**config.mk**
```make
export PLATFORM = sky130hd
export DESIGN_NAME = uart_tx_engine
export DESIGN_NICKNAME = d
export VERILOG_FILES = /design/src/rtl/uart_tx_engine.sv
export SDC_FILE = /design/constraint.sdc
export NUM_CORES = 1
export LEC_CHECK = 0
export ABC_AREA = 1
export ABC_CLOCK_PERIOD_IN_PS = 3500
export BUFFER_PORTS_ARGS = -buffer_cell sky130_fd_sc_hd__buf_4
export CAP_MARGIN = 20
export CORE_MARGIN = 3
export CORE_UTILIZATION = 64
export CTS_BUF_LIST = sky130_fd_sc_hd__clkbuf_4 sky130_fd_sc_hd__clkbuf_8
export DETAILED_ROUTE_END_ITERATION = 8
export GPL_ROUTABILITY_DRIVEN = 0
export PLACE_DENSITY = 0.87
export SYNTH_ARGS = -nofsm -noshare
export SYNTH_HDL_FRONTEND = slang
export SYNTH_SLANG_ARGS = --single-unit
```
**constraint.sdc**
```tcl
create_clock -name clk -period 3.5 [get_ports clk]
set_input_delay 0.7 -clock clk [delete_from_list [all_inputs] [get_ports clk]]
set_output_delay 0.7 -clock clk [all_outputs]
set_load 0.01 [all_outputs]
```
**src/rtl/uart_tx_engine.sv**
```systemverilog
// UART transmit engine: TX FIFO feeding a 16x-oversampled frame serializer (start, 5-8 data, parity, stop).
// Optional hardware flow control is compiled in with `define UART_TX_CTS_EN (adds the cts_ni port).
module uart_tx_engine #(
    parameter int FIFO_DEPTH = 16,
    parameter int FIFO_PTR_W = 4
) (
    input  logic                  clk,
    input  logic                  wb_rst_ni,
    input  logic [7:0]            lcr,
    input  logic                  enable,
    input  logic                  tf_push,
    input  logic [7:0]            tf_data_in,
    input  logic                  tx_reset,
`ifdef UART_TX_CTS_EN
    input  logic                  cts_ni,
`endif
    output logic                  stx_pad_o,
    output logic [FIFO_PTR_W:0]   tf_count,
    output logic                  tf_overrun,
    output logic                  tx_empty,
    output logic [2:0]            tstate
);

    typedef enum logic [2:0] {
        ST_IDLE   = 3'd0,
        ST_START  = 3'd1,
        ST_DATA   = 3'd2,
        ST_PARITY = 3'd3,
        ST_STOP1  = 3'd4,
        ST_STOP2  = 3'd5
    } tx_state_e;

    localparam logic [FIFO_PTR_W:0] DEPTH_C = (FIFO_PTR_W+1)'(FIFO_DEPTH);

    // Parity over the data bits actually sent; stick parity (SP) overrides with ~EP.
    function automatic logic calc_parity(input logic [7:0] data, input logic [5:0] ctl);
        logic [7:0] mask;
        mask = 8'hFF >> (3'd3 - {1'b0, ctl[1:0]});
        if (ctl[5]) begin
            return ~ctl[4];
        end else if (ctl[4]) begin
            return ^(data & mask);
        end else begin
            return ~^(data & mask);
        end
    endfunction

    logic [7:0]            mem_q [FIFO_DEPTH];
    logic [FIFO_PTR_W-1:0] wr_ptr_q, wr_ptr_d, rd_ptr_q, rd_ptr_d;
    logic [FIFO_PTR_W:0]   count_q, count_d;
    logic                  overrun_q, overrun_d;
    tx_state_e             state_q, state_d;
    logic [3:0]            c16_q, c16_d;
    logic [2:0]            bit_cnt_q, bit_cnt_d;
    logic [7:0]            shift_q, shift_d;
    logic [3:0]            frame_q, frame_d;
    logic                  par_q, par_d;
    logic                  stx_q, stx_d;
    logic                  tx_empty_q, tx_empty_d;
    logic                  full_s, empty_s, pop_s, push_ok_s, cts_ok_s, line_s;
    logic                  lcr_unused_s;

    assign lcr_unused_s = lcr[7];

`ifdef UART_TX_CTS_EN
    logic [1:0] cts_sync_q;

    // Two-flop synchronizer for the asynchronous clear-to-send input.
    always_ff @(posedge clk or negedge wb_rst_ni) begin
        if (!wb_rst_ni) begin
            cts_sync_q <= 2'b11;
        end else begin
            cts_sync_q <= {cts_sync_q[0], cts_ni};
        end
    end
    assign cts_ok_s = ~cts_sync_q[1];
`else
    assign cts_ok_s = 1'b1;
`endif

    assign full_s    = (count_q == DEPTH_C);
    assign empty_s   = (count_q == {(FIFO_PTR_W+1){1'b0}});
    assign pop_s     = enable && (state_q == ST_IDLE) && !empty_s && cts_ok_s && !tx_reset;
    assign push_ok_s = tf_push && (!full_s || pop_s) && !tx_reset;

    // FIFO storage; contents need no reset since occupancy gates every read.
    always_ff @(posedge clk) begin
        if (push_ok_s) begin
            mem_q[wr_ptr_q] <= tf_data_in;
        end
    end

    // FIFO pointer, occupancy and sticky overrun next-state.
    always_comb begin
        wr_ptr_d  = wr_ptr_q;
        rd_ptr_d  = rd_ptr_q;
        count_d   = count_q;
        overrun_d = overrun_q;
        if (tx_reset) begin
            wr_ptr_d  = {FIFO_PTR_W{1'b0}};
            rd_ptr_d  = {FIFO_PTR_W{1'b0}};
            count_d   = {(FIFO_PTR_W+1){1'b0}};
            overrun_d = 1'b0;
        end else begin
            if (push_ok_s) wr_ptr_d = wr_ptr_q + FIFO_PTR_W'(1);
            else           wr_ptr_d = wr_ptr_q;
            if (pop_s)     rd_ptr_d = rd_ptr_q + FIFO_PTR_W'(1);
            else           rd_ptr_d = rd_ptr_q;
            case ({push_ok_s, pop_s})
                2'b10:   count_d = count_q + (FIFO_PTR_W+1)'(1);
                2'b01:   count_d = count_q - (FIFO_PTR_W+1)'(1);
                default: count_d = count_q;
            endcase
            if (tf_push && full_s && !pop_s) overrun_d = 1'b1;
            else                             overrun_d = overrun_q;
        end
    end

    // Frame FSM: everything advances on the baud strobe only; the line is derived from next state.
    always_comb begin
        state_d   = state_q;
        c16_d     = c16_q;
        bit_cnt_d = bit_cnt_q;
        shift_d   = shift_q;
        frame_d   = frame_q;
        par_d     = par_q;
        if (enable) begin
            case (state_q)
                ST_IDLE: begin
                    if (pop_s) begin
                        shift_d = mem_q[rd_ptr_q];
                        frame_d = lcr[3:0];
                        par_d   = calc_parity(mem_q[rd_ptr_q], lcr[5:0]);
                        c16_d   = 4'd15;
                        state_d = ST_START;
                    end else begin
                        state_d = ST_IDLE;
                    end
                end
                ST_START: begin
                    if (c16_q == 4'd0) begin
                        c16_d     = 4'd15;
                        bit_cnt_d = {1'b0, frame_q[1:0]} + 3'd4;
                        state_d   = ST_DATA;
                    end else begin
                        c16_d = c16_q - 4'd1;
                    end
                end
                ST_DATA: begin
                    if (c16_q == 4'd0) begin
                        c16_d   = 4'd15;
                        shift_d = {1'b0, shift_q[7:1]};
                        if (bit_cnt_q == 3'd0) begin
                            state_d = frame_q[3] ? ST_PARITY : ST_STOP1;
                        end else begin
                            bit_cnt_d = bit_cnt_q - 3'd1;
                        end
                    end else begin
                        c16_d = c16_q - 4'd1;
                    end
                end
                ST_PARITY: begin
                    if (c16_q == 4'd0) begin
                        c16_d   = 4'd15;
                        state_d = ST_STOP1;
                    end else begin
                        c16_d = c16_q - 4'd1;
                    end
                end
                ST_STOP1: begin
                    if (c16_q == 4'd0) begin
                        // Second stop bit is only half a bit long for 5-bit words.
                        if (frame_q[2]) begin
                            c16_d   = (frame_q[1:0] == 2'b00) ? 4'd7 : 4'd15;
                            state_d = ST_STOP2;
                        end else begin
                            state_d = ST_IDLE;
                        end
                    end else begin
                        c16_d = c16_q - 4'd1;
                    end
                end
                ST_STOP2: begin
                    if (c16_q == 4'd0) state_d = ST_IDLE;
                    else               c16_d   = c16_q - 4'd1;
                end
                default: state_d = ST_IDLE;
            endcase
        end else begin
            state_d = state_q;
        end

        case (state_d)
            ST_START:  line_s = 1'b0;
            ST_DATA:   line_s = shift_d[0];
            ST_PARITY: line_s = par_d;
            default:   line_s = 1'b1;
        endcase
        // Break forces the line low without disturbing frame timing.
        if (lcr[6]) stx_d = 1'b0;
        else        stx_d = line_s;
        tx_empty_d = (count_d == {(FIFO_PTR_W+1){1'b0}}) && (state_d == ST_IDLE);
    end

    // State and status registers.
    always_ff @(posedge clk or negedge wb_rst_ni) begin
        if (!wb_rst_ni) begin
            wr_ptr_q   <= {FIFO_PTR_W{1'b0}};
            rd_ptr_q   <= {FIFO_PTR_W{1'b0}};
            count_q    <= {(FIFO_PTR_W+1){1'b0}};
            overrun_q  <= 1'b0;
            state_q    <= ST_IDLE;
            c16_q      <= 4'd0;
            bit_cnt_q  <= 3'd0;
            shift_q    <= 8'd0;
            frame_q    <= 4'd0;
            par_q      <= 1'b0;
            stx_q      <= 1'b1;
            tx_empty_q <= 1'b1;
        end else begin
            wr_ptr_q   <= wr_ptr_d;
            rd_ptr_q   <= rd_ptr_d;
            count_q    <= count_d;
            overrun_q  <= overrun_d;
            state_q    <= state_d;
            c16_q      <= c16_d;
            bit_cnt_q  <= bit_cnt_d;
            shift_q    <= shift_d;
            frame_q    <= frame_d;
            par_q      <= par_d;
            stx_q      <= stx_d;
            tx_empty_q <= tx_empty_d;
        end
    end

    assign stx_pad_o  = stx_q;
    assign tf_count   = count_q;
    assign tf_overrun = overrun_q;
    assign tx_empty   = tx_empty_q;
    assign tstate     = state_q;

endmodule

```
-- Word level (Yosys, flattened, before mapping)
Memory sizes are Yosys's and may differ from the RTL's.
Index checks and enable logic that the tools add are counted.
- add/sub/neg operators: 8
- muxes and demuxes: 43
- reductions and logical operators: 33
- equal/unequal tests: 17
- bitwise logic cells: 2
- shifts and indexed selects: 1
- operators by type and width (operator ; count):
    two-way mux 4 bit ; 10
    two-way mux 3 bit ; 12
    one-hot mux 3 bit (6 select lines) ; 1
    two-way mux 8 bit ; 2
    one-hot mux 4 bit (4 select lines) ; 1
    one-hot mux 8 bit (2 select lines) ; 1
    == test 3 x 2 -> 1 bit, second input constant ; 4
    two-way mux 1 bit ; 12
    logical NOT 5 bit ; 2
    != test 2 bit, second input constant ; 5
    one-hot mux 5 bit (2 select lines) ; 1
    AND reduction 5 bit ; 2
    nonzero test 2 bit ; 5
    logical NOT 3 bit ; 3
    adder 4 x 1 -> 4 bit, second input constant ; 2
    bitwise AND 8 bit ; 1
    logical AND 1 bit ; 8
    XNOR reduction 8 bit ; 1
    parity 8 bit ; 1
    right shift 8 x 3 -> 8 bit, first input constant ; 1
    == test 3 x 1 -> 1 bit, second input constant ; 2
    == test 3 bit, second input constant ; 2
    one-hot mux 3 bit (2 select lines) ; 1
    adder 5 x 1 -> 5 bit, second input constant ; 1
    20 further kinds ; 23
- register bits after elaboration: 39
- memories: 1
- word-level logic and storage cells: 118
- output and inout bits: 11
- RAM bits: 128
- memory list (name ; words ; width ; read ports ; clocked after Yosys merged registers in ; write ports ; line ; source):
    mem_q ; 16 ; 8 ; 1 ; 0 ; 1 ; 48 ; logic [7:0] mem_q [FIFO_DEPTH];

-- Logic depth before layout (Yosys ltp)
Gate-level depths: netlist of run 1.
- depth after elaboration: 12
- gate-level depth with buffers: 22
- mapped depth without buffers: 22

-- Worst setup path before layout of run 1
Ideal clock, no wire load.
- path type: in2reg
- start point: input enable
- end point: register tx_empty_q (netlist: tx_empty)
- slack: 0.183 ns
- setup time: 0.097 ns
- path buffers: 1
- data arrival time: 3.220 ns
- required time: 3.403 ns
- cell stages on the path: 20
- cell sequence: clkbuf_1 > nand3_1 > nor2_2 > inv_2 > nand2_1 > nand2_1 > nor2_1 > inv_2 > ha_1 > xor2_1 > ha_1 > inv_1 > nand2_1 > nand2_1 > o21ai_0 > o21ai_0 > a21oi_1 > o21ai_0 > a21oi_1 > nor4_1
- word-level cells in the longest chain between the ends: 11
- elaborated cells between the ends (all ways): 16
- ends and longest elaborated chain (item ; line ; source):
    start: declaration ; 10 ; input logic enable,
    logical AND 1 bit (*) (3 in series) ; 83 ; assign pop_s = enable && (state_q == ST_IDLE) && !empty_s && cts_ok_s && !tx_reset;
    logical OR 1 bit ; 84 ; assign push_ok_s = tf_push && (!full_s || pop_s) && !tx_reset;
    logical AND 1 bit (2 in series) ; 84 ;
    == test 2 x 1 -> 1 bit / == test 2 bit (equally long branches) ; 109 ; case ({push_ok_s, pop_s})
    one-hot mux 5 bit (2 select lines) (*) ; 109 ;
    two-way mux 5 bit (*) ; 99 ; if (tx_reset) begin
    net count_d[4] ; 50 ; logic [FIFO_PTR_W:0] count_q, count_d;
    logical NOT 5 bit (*) ; 202 ; tx_empty_d = (count_d == {(FIFO_PTR_W+1){1'b0}}) && (state_d == ST_IDLE);
    logical AND 1 bit (*) ; 202 ;
    net tx_empty_d ; 59 ; logic tx_empty_q, tx_empty_d;
    end signal: assignment ; 232 ; tx_empty_q <= tx_empty_d;
    end: declaration ; 59 ;
The timed path passes the listed nets; every way through them passes the cells marked *.
A chain may end at the register's enable or synchronous reset.

-- Final worst setup path of run 1
- start point: register state_q[0] (netlist: tstate[0])
- end point: register tx_empty_q (netlist: tx_empty)
- word-level cells in the longest chain between the ends: 12
- elaborated cells between the ends (all ways): 28
- ends and longest elaborated chain (item ; line ; source):
    start: declaration ; 52 ; tx_state_e state_q, state_d;
    start signal: assignment ; 225 ; state_q <= state_d;
    logical NOT 3 bit (*) ; 83 ;
    logical AND 1 bit (*) (3 in series) ; 83 ;
    logical OR 1 bit ; 84 ;
    logical AND 1 bit (2 in series) ; 84 ;
    == test 2 x 1 -> 1 bit / == test 2 bit (equally long branches) ; 109 ;
    one-hot mux 5 bit (2 select lines) (*) ; 109 ;
    two-way mux 5 bit (*) ; 99 ;
    net count_d[4] ; 50 ;
    logical NOT 5 bit (*) ; 202 ;
    logical AND 1 bit (*) ; 202 ;
    net tx_empty_d ; 59 ;
Marks and branches as above.

==> results.json, run 1 <==
{
  "status": "complete, no violations",
  "wl_per_cell_um": 17.0,
  "leakagePower_nw": 3.67,
  "insertedDiodeCount": 0,
  "tightest_slew_ps": 840,
  "drtIter0Drc": 585,
  "antenna_left": 0,
  "ys_ff_latch": 167,
  "max_freq_mhz": 298,
  "dp.final_hpwl_um": 11600,
  "setup_violations": 0,
  "ir_worst_vdd_mv": 0.525,
  "worst-setup-path-type": "flop to flop",
  "fin_nets": 902,
  "powerDensity_nw_per_um2": 572,
  "seq_area_frac_synth_pct": 61.6,
  "die_x_um": 117,
  "final.setup_skew_ps": 10.2,
  "mostFrequentLayoutCell": "nand2_1",
  "hold_class": "input port to asynchronous set/reset pin",
  "yosysWarnings": 0,
  "fp-row-count": 39,
  "cts_buffers": 17,
  "crit_path_max_fanout": 6,
  "netlist_area_sq_um": 7830,
  "drive_above_1_share_pct": 14.5,
  "whs_ps": 205,
  "multi_input_area_sq_um": 2500,
  "slew_headroom_pct": 43.8,
  "fin_setup_tns_ps": 0,
  "arrival_ps": 3730,
  "io_pins": 32,
  "total_power_mw": 4.93,
  "period_needed_ps": 3360,
  "final_cell_mix": "nand2_1, edfxtp_1, inv_1",
  "ctsLongestPathBuffers": 2,
  "initial_utilization_pct": 67.1,
  "dieArea_sq_um": 13600,
  "synth.avg_cell_area_sq_um": 9.49,
  "synth_fp_nets": 857,
  "drt-total-wl_um": 17500,
  "cts_resized": 0,
  "insertion_delay_ps": 460,
  "core-area_sq_um": 11700,
  "syn_inst": 825,
  "num_vias": 5887,
  "rrSetupSlack_ps": 140,
  "yosysUniqueCellTypes": 41,
  "n_fill_cell": 741,
  "syn2layout_area_growth_pct": 10.2,
  "cts-root-buf": "clkbuf_8",
  "startpoint_type": "flop",
  "antenna_found_initial": 0,
  "via_per_inst": 5.74,
  "grt-ovfl-total": 0,
  "placed_area_sq_um": 8220,
  "cts_hold_buf": 0,
  "postCtsSetupBuffers": 0,
  "firstDrtPassIters": 6,
  "finalCritPeriodShare_pct": 96.0,
  "grt_pass1_vias": 5758,
  "grt_pass1_wl_um": 27600,
  "cts_tree": "built",
  "port_buffers": 30,
  "drv_slew": 0,
  "register_area_sq_um": 4830,
  "grt_max_degree": 83,
  "worstPathRequired_ps": 3870,
  "gr-usage-all-layers_pct": 27.1,
  "hold_violations": 0,
  "htreeDepth": 4,
  "cts.sinks": 167,
  "final_area_sq_um": 8630,
  "path_clk_slew_ps": 80,
  "chipHeight_um": 117,
  "drc": 0,
  "drv_cap": 0,
  "critical_path.endpoint_type": "flop"
}
## per-layer routing
layer | global-route usage (%) | routed length, um | up-vias
met3 | 5.49 | 1150 | 42
met4 | 12.0 | 458 | 0
li1 | - | - | 2804
met1 | 33.9 | 6840 | 2779
met2 | 46.1 | 9010 | 262
met5 | 0 | 0 | -
## critical path: stages, from the launching register on
cell and delay, ps:
dfrtp_1 450, inv_1 120, nand2_1 130, nor2_2 150
nand3_2 130, nor2_2 130, inv_2 50, nand2_1 70
nand2_1 110, nor2_2 130, inv_2 50, ha_2 210
xor2_1 170, ha_1 190, inv_1 80, nand2_1 70
nand2_1 110, o21ai_2 70, o21ai_0 180, a21oi_1 100
o21ai_0 220, a21oi_1 90, nor4_1 250
## area by class of cell
class / count / share of cell area (%)
flip-flops and latches: 167 / 55.9
clock inverters: 9 / 0.812
repair buffers: 52 / 4.53
well taps: 143 / 2.07
inverters: 95 / 4.16
clock buffers: 23 / 3.45
multi-input cells: 537 / 29.0
## registers in the layout (all words and copies together) (netlist names)
| register | count |
|---|---|
| mem_q | 128 |
| shift_q | 8 |
| tf_count | 5 |
| c16_q | 4 |
| frame_q | 4 |
| rd_ptr_q | 4 |
| wr_ptr_q | 4 |
| bit_cnt_q | 3 |
| tstate | 3 |
| par_q | 1 |
| stx_pad_o | 1 |
| tf_overrun | 1 |
| tx_empty | 1 |
## metrics by stage
step | setup WS, ps | util [%] | cells
6_report | 141 | 74.0 | 1026
5_1_grt | -108 | 74.0 | 1026
4_1_cts | 26.5 | 73.7 | 1026
3_5_place_dp | 91.9 | 70.5 | 994
3_3_place_gp | 214 | 70.5 | 994
2_1_floorplan | 183 | - | 825
## synth_stat cells (all sizes together)
cell,n,area [sq um]
nor2,85,337
a22o,1,8.76
buf,22,164
nand2,257,982
edfxtp,128,3840
a22oi,4,30.0
nor4,2,12.5
and3,1,6.26
xor2,3,26.3
clkbuf,4,15.0
o211ai,5,37.5
a21boi,1,7.51
inv,95,359
a211oi,1,7.51
o21ai,50,250
o22ai,5,31.3
o311ai,1,8.76
a31oi,1,6.26
a21oi,18,97.6
o2111ai,1,8.76
dfstp,2,52.6
o21a,1,7.51
ha,11,138
nand4,2,12.5
nor3,18,95.1
nand3b,1,7.51
or2,5,31.3
nand3,63,320
dfrtp,37,926
## where the power goes
group	total (mW)	switching, mW	internal, mW	leakage (nW)
sequential	2.39	0.109	2.28	1.65
combinational	1.28	0.861	0.421	1.83
clock	1.26	0.680	0.577	0.191
total	4.93	1.65	3.28	3.67
## final timing paths
path / startpoint / to / cells after the start
hold reg to reg: shift_q[5] / shift_q[5] / 2
max in group asynchronous: wb_rst_ni / tf_count[0] / 1
min in group clk: lcr[6] / stx_pad_o / 2
setup reg to reg: tstate[0] / tx_empty / 22
hold / removal: wb_rst_ni / c16_q[3] / 1
setup / recovery: tstate[0] / tx_empty / 22
## cells by family (layout without fill, tap and decap cells)
logic type,Yosys count,count (layout),share of synthesized area [%]
adder cells (fa/ha/maj),11,11,1.76
flip-flops,167,167,61.6
AND/OR/NAND/NOR,434,434,23.0
AO/OA/AOI/OAI,89,89,6.41
buffers and inverters,121,179,6.87
XOR/XNOR,3,3,0.336
Power figures use the tool's default switching activity.
==> run 2: changes to the inputs <==
- ABC_AREA: 1 -> unset
==> results.json, run 2 <==
{
  "status": "complete, no violations",
  "grt_pass1_wl_um": 25700,
  "syn_inst": 532,
  "gr-usage-all-layers_pct": 26.3,
  "worstReg2RegEnd": "tx_empty",
  "worstPathRequired_ps": 3890,
  "wl_per_cell_um": 22.1,
  "period_needed_ps": 3310,
  "cts_tree": "built",
  "fin_nets": 619,
  "fp-row-count": 39,
  "tightest_slew_ps": 905,
  "startpoint_type": "flop",
  "final.setup_skew_ps": 8.75,
  "rrSetupSlack_ps": 190,
  "dieArea_sq_um": 13200,
  "mostFrequentLayoutCell": "edfxtp_1",
  "ys_ff_latch": 167,
  "io_pins": 32,
  "reg2reg_depth": 18,
  "hold_violations": 0,
  "slew_headroom_pct": 39.0,
  "initial_utilization_pct": 65.9,
  "die_x_um": 115,
  "yosysWarnings": 0,
  "final_cell_mix": "edfxtp_1, buf_4, nand2_1",
  "drc": 0,
  "cp_cell_sequence": "nor2_4 -> nand2_2 -> a211o_1 -> or2_2 -> inv_2 -> o21ai_4 -> nor2_4 -> inv_4 -> ha_2 -> xor2_1 -> ha_1 -> a21oi_2 -> xor2_1 -> or3_1 -> a21oi_2 -> nor2_1 -> nand3_1 -> nor3_2",
  "synth_edf_count": 128,
  "drv_cap": 0,
  "setup_violations": 0,
  "whs_ps": 206,
  "crit_slowest_cell": "dfrtp_2",
  "synthArstFlopShare_pct": 23.4,
  "grt-ovfl-total": 0,
  "antenna_left": 0,
  "max_freq_mhz": 302,
  "cts_buffers": 17,
  "grt_pass1_vias": 4810,
  "leakagePower_nw": 3.11,
  "drtIter0Drc": 414,
  "yosys.cell_count.top_type": "edfxtp_1",
  "crit_buf_inv": 2,
  "firstDrtPassIters": 5,
  "seq_area_frac_synth_pct": 63.8,
  "cts.sinks": 167,
  "cts_hold_buf": 0,
  "htreeDepth": 4,
  "r2r-start": "tstate[0]",
  "yosysUniqueCellTypes": 61,
  "antenna_found_initial": 0,
  "insertedDiodeCount": 0,
  "netlist.area_leader.share_pct": 50.8,
  "synth_common_cells": "edfxtp_1, nand2_1, dfrtp_1, nor2_1, mux2i_1",
  "drive_above_1_share_pct": 23.5,
  "synth_ff_type": "edfxtp_1",
  "crit_path_max_fanout": 7,
  "synth_top_cell_by_area": "edfxtp_1",
  "arrival_ps": 3690,
  "drv_slew": 0,
  "crit_family": "simple AND/OR/NAND/NOR gates",
  "synthTopCellsByArea": "edfxtp_1, dfrtp_1, mux4_2",
  "powerDensity_nw_per_um2": 493,
  "grt_max_degree": 40,
  "port_buffers": 30,
  "critical_path.endpoint_type": "flop",
  "finalCritPeriodShare_pct": 94.5,
  "path_clk_slew_ps": 80,
  "worst-setup-path-type": "flop to flop",
  "critPathMaxStageDelay_ps": 460,
  "ctsLongestPathBuffers": 2,
  "ir_worst_vdd_mv": 0.445,
  "drt-total-wl_um": 16400,
  "dp.final_hpwl_um": 10500,
  "placed_area_sq_um": 8040,
  "via_per_inst": 6.58,
  "num_vias": 4883,
  "cts-root-buf": "clkbuf_8",
  "synth.avg_cell_area_sq_um": 14.2,
  "largest_reg_flops": 128,
  "netlist_area_sq_um": 7560,
  "syn2layout_area_growth_pct": 12.8,
  "hold_class": "input port to asynchronous set/reset pin",
  "core-area_sq_um": 11500,
  "synth_fp_nets": 564,
  "chipHeight_um": 115,
  "top_register": "mem_q",
  "insertion_delay_ps": 460,
  "final_area_sq_um": 8530
}
[run 2: cell types whose count changed after synthesis, moves of 10 or more]
cell / previous run / this run
inv_1: 83 / 19
nor2_1: 80 / 37
clkbuf_1: 4 / 14
nand2_1: 250 / 43
inv_2: 11 / 0
mux4_2: 0 / 16
o21ai_0: 45 / 22
nand3_1: 62 / 5
mux2i_1: 0 / 35
[run 2: per-layer routing]
metal / wire length (um) / vias to the layer above / share of wire [%] / track usage, %
met4: 571 / 0 / 3.5 / 12.7
met3: 1120 / 51 / 6.8 / 5.02
met1: 6350 / 2426 / 39 / 35.0
met5: 0 / - / 0 / 0
met2: 8390 / 251 / 51 / 42.0
li1: - / 2155 / - / -
[run 2: cell families after synthesis]
logic type | after synthesis | synth area share (%)
XOR/XNOR | 13 | 1.69
AND/OR/NAND/NOR | 132 | 8.16
buffers and inverters | 46 | 3.51
adder cells (fa/ha/maj) | 11 | 1.82
flip-flops | 167 | 63.8
multiplexers | 51 | 9.40
AO/OA/AOI/OAI | 112 | 11.6
[run 2: per-stage QoR]
stage	instances	utilization, %	setup slack, ps	TNS [ps]	total power [mW]
detailed placement	705	70.1	-88.6	-89.7	2.77
CTS	736	73.6	10.8	0	4.15
finish	742	74.3	192	0	4.20
floorplan	532	-	1.83	0	2.60
global route	742	74.3	-1.57	-1.57	4.34
global placement	705	70.1	66.4	0	2.73
[run 2: where the power goes]
part / leakage, nW / total [mW] / switching, mW / internal (mW)
Combinational: 1.26 / 0.497 / 0.285 / 0.212
Clock: 0.202 / 1.41 / 0.683 / 0.727
Sequential: 1.66 / 2.29 / 0.0691 / 2.22
[run 2: cell type report]
type | count | area [sq um]
timing repair buffer | 63 | 510
clock buffer | 20 | 256
tap | 143 | 179
inverter | 19 | 73.8
sequential | 167 | 4830
multi-input combinational | 319 | 2530
clock inverter | 11 | 149
fill | 652 | 2940
[run 2: repair_timing]
item | CTS | global route
setup endpoints to repair | 0 | 3
gates resized for setup | 0 | 11
setup buffers | 0 | 6
[run 2: how the worst max path moves through the flow]
stage | from | to | slack (ps) | cells after the start
global placement | enable | tx_empty | 70 | 18
detailed placement | enable | tx_empty | -90 | 19
finish | tstate[0] | tx_empty | 190 | 18
global route | tstate[0] | tx_empty | -2 | 18
CTS | tstate[0] | tx_empty | 10 | 19
floorplan | enable | tx_empty | 2 | 19
